File: config.mk
export PLATFORM = sky130hd
export DESIGN_NAME = gf2m_inverter
export DESIGN_NICKNAME = d
export VERILOG_FILES = /design/src/rtl/gf2m_pkg.sv /design/src/rtl/gf2m_div_x.sv /design/src/rtl/gf2m_inverter.sv
export SDC_FILE = /design/constraint.sdc
export NUM_CORES = 1
export LEC_CHECK = 0
export BUFFER_PORTS_ARGS = -buffer_cell sky130_fd_sc_hd__buf_2
export CORE_MARGIN = 3
export CORE_UTILIZATION = 50
export CTS_BUF_LIST = sky130_fd_sc_hd__clkbuf_4
export DETAILED_ROUTE_END_ITERATION = 8
export HOLD_SLACK_MARGIN = 0.06
export PLACE_DENSITY = 0.77
export SETUP_SLACK_MARGIN = 0.2
export SLEW_MARGIN = 20
export SYNTH_ARGS = -nofsm -noshare
export SYNTH_HDL_FRONTEND = slang
export SYNTH_SLANG_ARGS = --single-unit
File: constraint.sdc
create_clock -name clk -period 3.2 [get_ports clk]
set_input_delay 0.16 -clock clk [delete_from_list [all_inputs] [get_ports clk]]
set_output_delay 0.16 -clock clk [all_outputs]
set_load 0.02 [all_outputs]
File: src/rtl/gf2m_pkg.sv
// gf2m_pkg: shared types and defaults for the GF(2^m) arithmetic blocks.
`default_nettype none

package gf2m_pkg;

  typedef enum logic [1:0] {
    ST_IDLE = 2'd0,
    ST_RUN  = 2'd1,
    ST_DONE = 2'd2
  } state_t;

  localparam int         DEF_M    = 7;
  localparam logic [7:0] DEF_POLY = 8'h83;  // x^7 + x + 1

  function automatic int max_cyc(input int m);
    return 4 * m;
  endfunction

endpackage

`default_nettype wire

File: src/rtl/gf2m_div_x.sv
// gf2m_div_x: combinational g / x mod f for an odd field polynomial f.
`default_nettype none

module gf2m_div_x #(
  parameter int M = 7
) (
  input  logic [M-1:0] g,
  input  logic [M:0]   f,
  output logic [M-1:0] g_out
);

  logic [M:0] sum;
  logic       unused_lsb;

  // Adding f to an odd g clears bit 0, so the shift is exact.
  assign sum        = {1'b0, g} ^ (g[0] ? f : '0);
  assign g_out      = sum[M:1];
  assign unused_lsb = sum[0];

endmodule

`default_nettype wire

File: src/rtl/gf2m_inverter.sv
// gf2m_inverter: sequential GF(2^m) inverse via the binary extended Euclidean algorithm.
`default_nettype none

module gf2m_inverter
  import gf2m_pkg::*;
#(
  parameter int M       = DEF_M,
  parameter int MAX_CYC = max_cyc(M)
) (
  input  logic         clk,
  input  logic         rst,
  input  logic         start,
  input  logic [M-1:0] a,
  input  logic [M:0]   f,
  output logic [M-1:0] c,
  output logic         over,
  output logic         busy,
  output logic         err
);

  localparam int         CW     = $clog2(MAX_CYC);
  localparam logic [M-1:0] ONE_U = M'(1);
  localparam logic [M:0]   ONE_V = (M+1)'(1);

  state_t        state, state_nxt;
  logic [M-1:0]  u, u_nxt, g1, g1_nxt, g2, g2_nxt, c_nxt;
  logic [M:0]    v, v_nxt, f_r, f_nxt;
  logic [CW-1:0] cnt, cnt_nxt;
  logic          err_nxt;
  logic [M-1:0]  g1_half, g2_half;

  gf2m_div_x #(.M(M)) u_div_g1 (.g(g1), .f(f_r), .g_out(g1_half));
  gf2m_div_x #(.M(M)) u_div_g2 (.g(g2), .f(f_r), .g_out(g2_half));

  always_ff @(posedge clk or negedge rst) begin
    if (!rst) begin
      state <= ST_IDLE;
      u     <= '0;
      v     <= '0;
      f_r   <= '0;
      g1    <= '0;
      g2    <= '0;
      cnt   <= '0;
      c     <= '0;
      err   <= 1'b0;
    end else begin
      state <= state_nxt;
      u     <= u_nxt;
      v     <= v_nxt;
      f_r   <= f_nxt;
      g1    <= g1_nxt;
      g2    <= g2_nxt;
      cnt   <= cnt_nxt;
      c     <= c_nxt;
      err   <= err_nxt;
    end
  end

  always_comb begin
    state_nxt = state;
    u_nxt     = u;
    v_nxt     = v;
    f_nxt     = f_r;
    g1_nxt    = g1;
    g2_nxt    = g2;
    cnt_nxt   = cnt;
    c_nxt     = c;
    err_nxt   = err;
    unique case (state)
      ST_IDLE: begin
        if (start) begin
          u_nxt     = a;
          v_nxt     = f;
          f_nxt     = f;
          g1_nxt    = ONE_U;
          g2_nxt    = '0;
          cnt_nxt   = '0;
          state_nxt = ST_RUN;
        end
      end
      ST_RUN: begin
        state_nxt = ST_DONE;
        if (u == '0 || v == '0) begin
          err_nxt = 1'b1;
          c_nxt   = '0;
        end else if (u == ONE_U) begin
          err_nxt = 1'b0;
          c_nxt   = g1;
        end else if (v == ONE_V) begin
          err_nxt = 1'b0;
          c_nxt   = g2;
        end else if (cnt == CW'(MAX_CYC - 1)) begin
          err_nxt = 1'b1;
          c_nxt   = '0;
        end else begin
          state_nxt = ST_RUN;
          cnt_nxt   = cnt + 1'b1;
          if (!u[0]) begin
            u_nxt  = u >> 1;
            g1_nxt = g1_half;
          end else if (!v[0]) begin
            v_nxt  = v >> 1;
            g2_nxt = g2_half;
          end else if ({1'b0, u} >= v) begin
            // v <= u here, so v[M] is zero and the sum stays within M bits
            u_nxt  = u ^ v[M-1:0];
            g1_nxt = g1 ^ g2;
          end else begin
            v_nxt  = v ^ {1'b0, u};
            g2_nxt = g2 ^ g1;
          end
        end
      end
      ST_DONE: state_nxt = ST_IDLE;
      default: state_nxt = ST_IDLE;
    endcase
  end

  assign over = (state == ST_DONE);
  assign busy = (state != ST_IDLE);

endmodule

`default_nettype wire

==> reports/qor.txt <==
Die Height: 84.9 um
Final worst path period need: 2.66 ns
Ys async rst share: 100%
Syn_nets: 364
DR pass1 iterations: 5
CTS tree: yes
Outcome: complete, no violations
Worst Path Max Fanout: 14
Antenna violations before repair: 0
Post-DP HPWL: 5380 um
Total CTS buffers: 5
Setup CP Type: reg2reg
Die span in x: 84.9 um
Vias/cell: 6.03
Max-cap violations: 0
Initial Util: 52.2%
PortBufs: 27
Setup TNS Final: 0 ns
Mux contribution to synthesized area: 7.32%
Slew Viols, Final: 0
Top cells by area, synth: dfrtp_1 41%, a21oi_1 5.0%, nand2_1 4.3%, nor2_1 4.3%, xnor2_1 3.7%
Die area: 7200 um2
Placed inst area: 3330 um2
CP arrival: 2.98 ns
Gr ovfl total: 0
Post-Synthesis Cells: 337
Detail Route Antenna Nets: 0
CTS resizes: 0
F_max: 0.376 GHz
Sequential share of the synthesized area: 41.0%
Antenna Cells: 0
CP Capture Type: register
CP delay by family, top: compound AO/OA/AOI/OAI gates
Clock slew at reported path FFs: 0.15 ns
RSZ-0062 raised after global routing: no
Post-synth EDFFs: 0
Syn avg cell area: 9.23 um2
Slowest CP cell: a211oi_2
H-tree Lvls: 2
Maximum vdd drop: 0.698 mV
Post-layout instance area: 3480 um2
Post-CTS setup buffers: 0
Fin crit share: 83.1%
Slowest cell delay on critical path: 0.75 ns
Final Wtd Congestion: 0.873
Wire length per cell: 17.1 um
Area leader, netlist: dfrtp_1
Area share of the leading cell type in the synthesized netlist: 41.0%
Area Growth Syn to Fin: 11.9%
FP Rows: 28
Pre-CTS setup slack: 0.581 ns
Root Driver: clkbuf_4
Final Hold Viols: 0
Layout net count: 398
CP required: 3.52 ns
Pwr Density: 1220 nW/um2
LEAKAGE: 0.00160 uW
Post-synthesis simple-gate area fraction: 16.7%
DR vias: 2690
Initial drt markers: 249
# setup viols final: 0
Ratio of cells with drive above 1 in the final layout: 17.0%
Max Buffers Root-to-Sink: 2
Type of origin of the critical path: register
CORE AREA: 5960 um2
First-pass GRT wire length: 12800 um
Synth Area in XOR/XNOR: 4.22%
Adder-Cell Fraction of Synth Area: 3.62%
CP Buf/Inv Count: 1
Top FF cell, synth: dfrtp_1
Yosys cell types: 46
Largest family of logic cells by synthesized area: compound AO/OA/AOI/OAI gates
Slew HR: 42.1%
Final WS setup: 0.541 ns
Hold Path Class: in2reg
Num ports: 28
Total routed wirelength: 7640 um
CP Cell Sequence: inv_1, ha_1, nand2b_4, a2111oi_4, o32ai_4, a211oi_2, o2111ai_1, nand2_1
Synthesized cell area: 3110 um2
Largest net degree at the start of global routing: 34
Sink Count: 51
Total GRT Usage: 22.3%
Drt drc: 0
Post-synthesis compound-gate area fraction: 22.6%
Worst-Margin Slew: 0.868 ns
Synth warn: 0
Worst skew pair latency: 0.37 ns
Clk_skew: 0.0111 ns
Yosys reg bits: 51
Final Power: 4250 uW
Vias in the first global route: 2478
per-stage QoR:
stage / cells / utilization (%) / hold slack, ns
after floorplan: 337 / - / -0.136
after global placement: 431 / 55.9 / 0.254
after detailed placement: 431 / 55.9 / 0.265
after CTS: 446 / 58.5 / 0.145
after global routing: 446 / 58.5 / 0.157
final: 446 / 58.5 / 0.148
worst register-to-register path: stages (launching register included):
cell and delay (ns):
dfrtp_1 0.38, inv_1 0.05, ha_1 0.32, nand2b_4 0.16
a2111oi_4 0.43, o32ai_4 0.20, a211oi_2 0.75, o2111ai_1 0.21
nand2_1 0.12
final cells by class:
| cell class | instances | area, um2 |
|---|---|---|
| sequential | 51 | 1280 |
| fill | 544 | 2470 |
| inverter | 20 | 75.1 |
| tap | 75 | 93.8 |
| clock buffer | 6 | 45.0 |
| multi-input combinational | 251 | 1690 |
| clock inverter | 1 | 30.0 |
| timing repair buffer | 42 | 268 |
final timing paths:
path / from / end / slack (ns) / depth (start not counted)
worst max register to register: u[0] / g2[0] / 0.54 / 8
max in group asynchronous: rst / g2[6] / 2.10 / 3
worst max-delay path: u[0] / g2[0] / 0.54 / 8
min in group asynchronous: rst / c[3] / 0.37 / 2
worst min register to register: c[2] / c[2] / 0.49 / 2
worst min-delay path: a[6] / u[6] / 0.15 / 4
cell usage after synthesis, types with 6 or more instances:
cell type,number
dfrtp_1,51
nor2b_1,8
ha_1,9
xnor2_1,13
o21ai_0,21
nor2_1,36
o22ai_1,13
a21oi_1,31
nand2_1,36
mux2_2,10
inv_1,18
clkbuf_1,13
a22oi_1,12
mux2i_1,7
a221o_1,6
power breakdown:
group | internal (uW) | switching (uW)
logic | 1100 | 1500
registers | 950 | 327
clock network | 170 | 205
timing repair:
action / in CTS / in global routing
hold endpoints to repair: 40 / 0
hold buffers: 8 / 0
endpoints found under the setup margin: 0 / 0
flip-flops by register name (all words and copies together), names as in the netlist:
register  flops
c             7
u             7
cnt           5
v             8
err           1
g2            7
state         2
g1            7
f_r           7
logic make-up (layout without fill, tap and decap cells):
group,Yosys count,in the layout
AOI/OAI and AO/OA,101,101
xor gates and xnor gates,15,15
adders and majority gates,9,9
buffers and inverters,35,69
DFF,51,51
muxes,21,21
and+or+nand+nor,105,105
layout by cell type (no fill, tap or decap), drive strengths merged, types with 5 or more instances in the layout:
cell and instances:
a221o 6, o22ai 13, nor2 36, o21ai 21, ha 9, dlygate4sd3 8, a21oi 31, nor2b 8
a22oi 12, mux2i 7, dfrtp 51, buf 34, nand2 36, mux2 14, clkbuf 6, inv 19
nand3b 5, xnor2 13, nand3 5
metal layers:
layer  track usage, %  routed length [um]  vias up
li1                 -                   -     1272
met1             33.2                3520     1305
met2             32.5                3550       98
met3             3.88                 403       15
met4             8.35                 153        0
met5                0                   0        -
(Power assumes the default switching activity.)
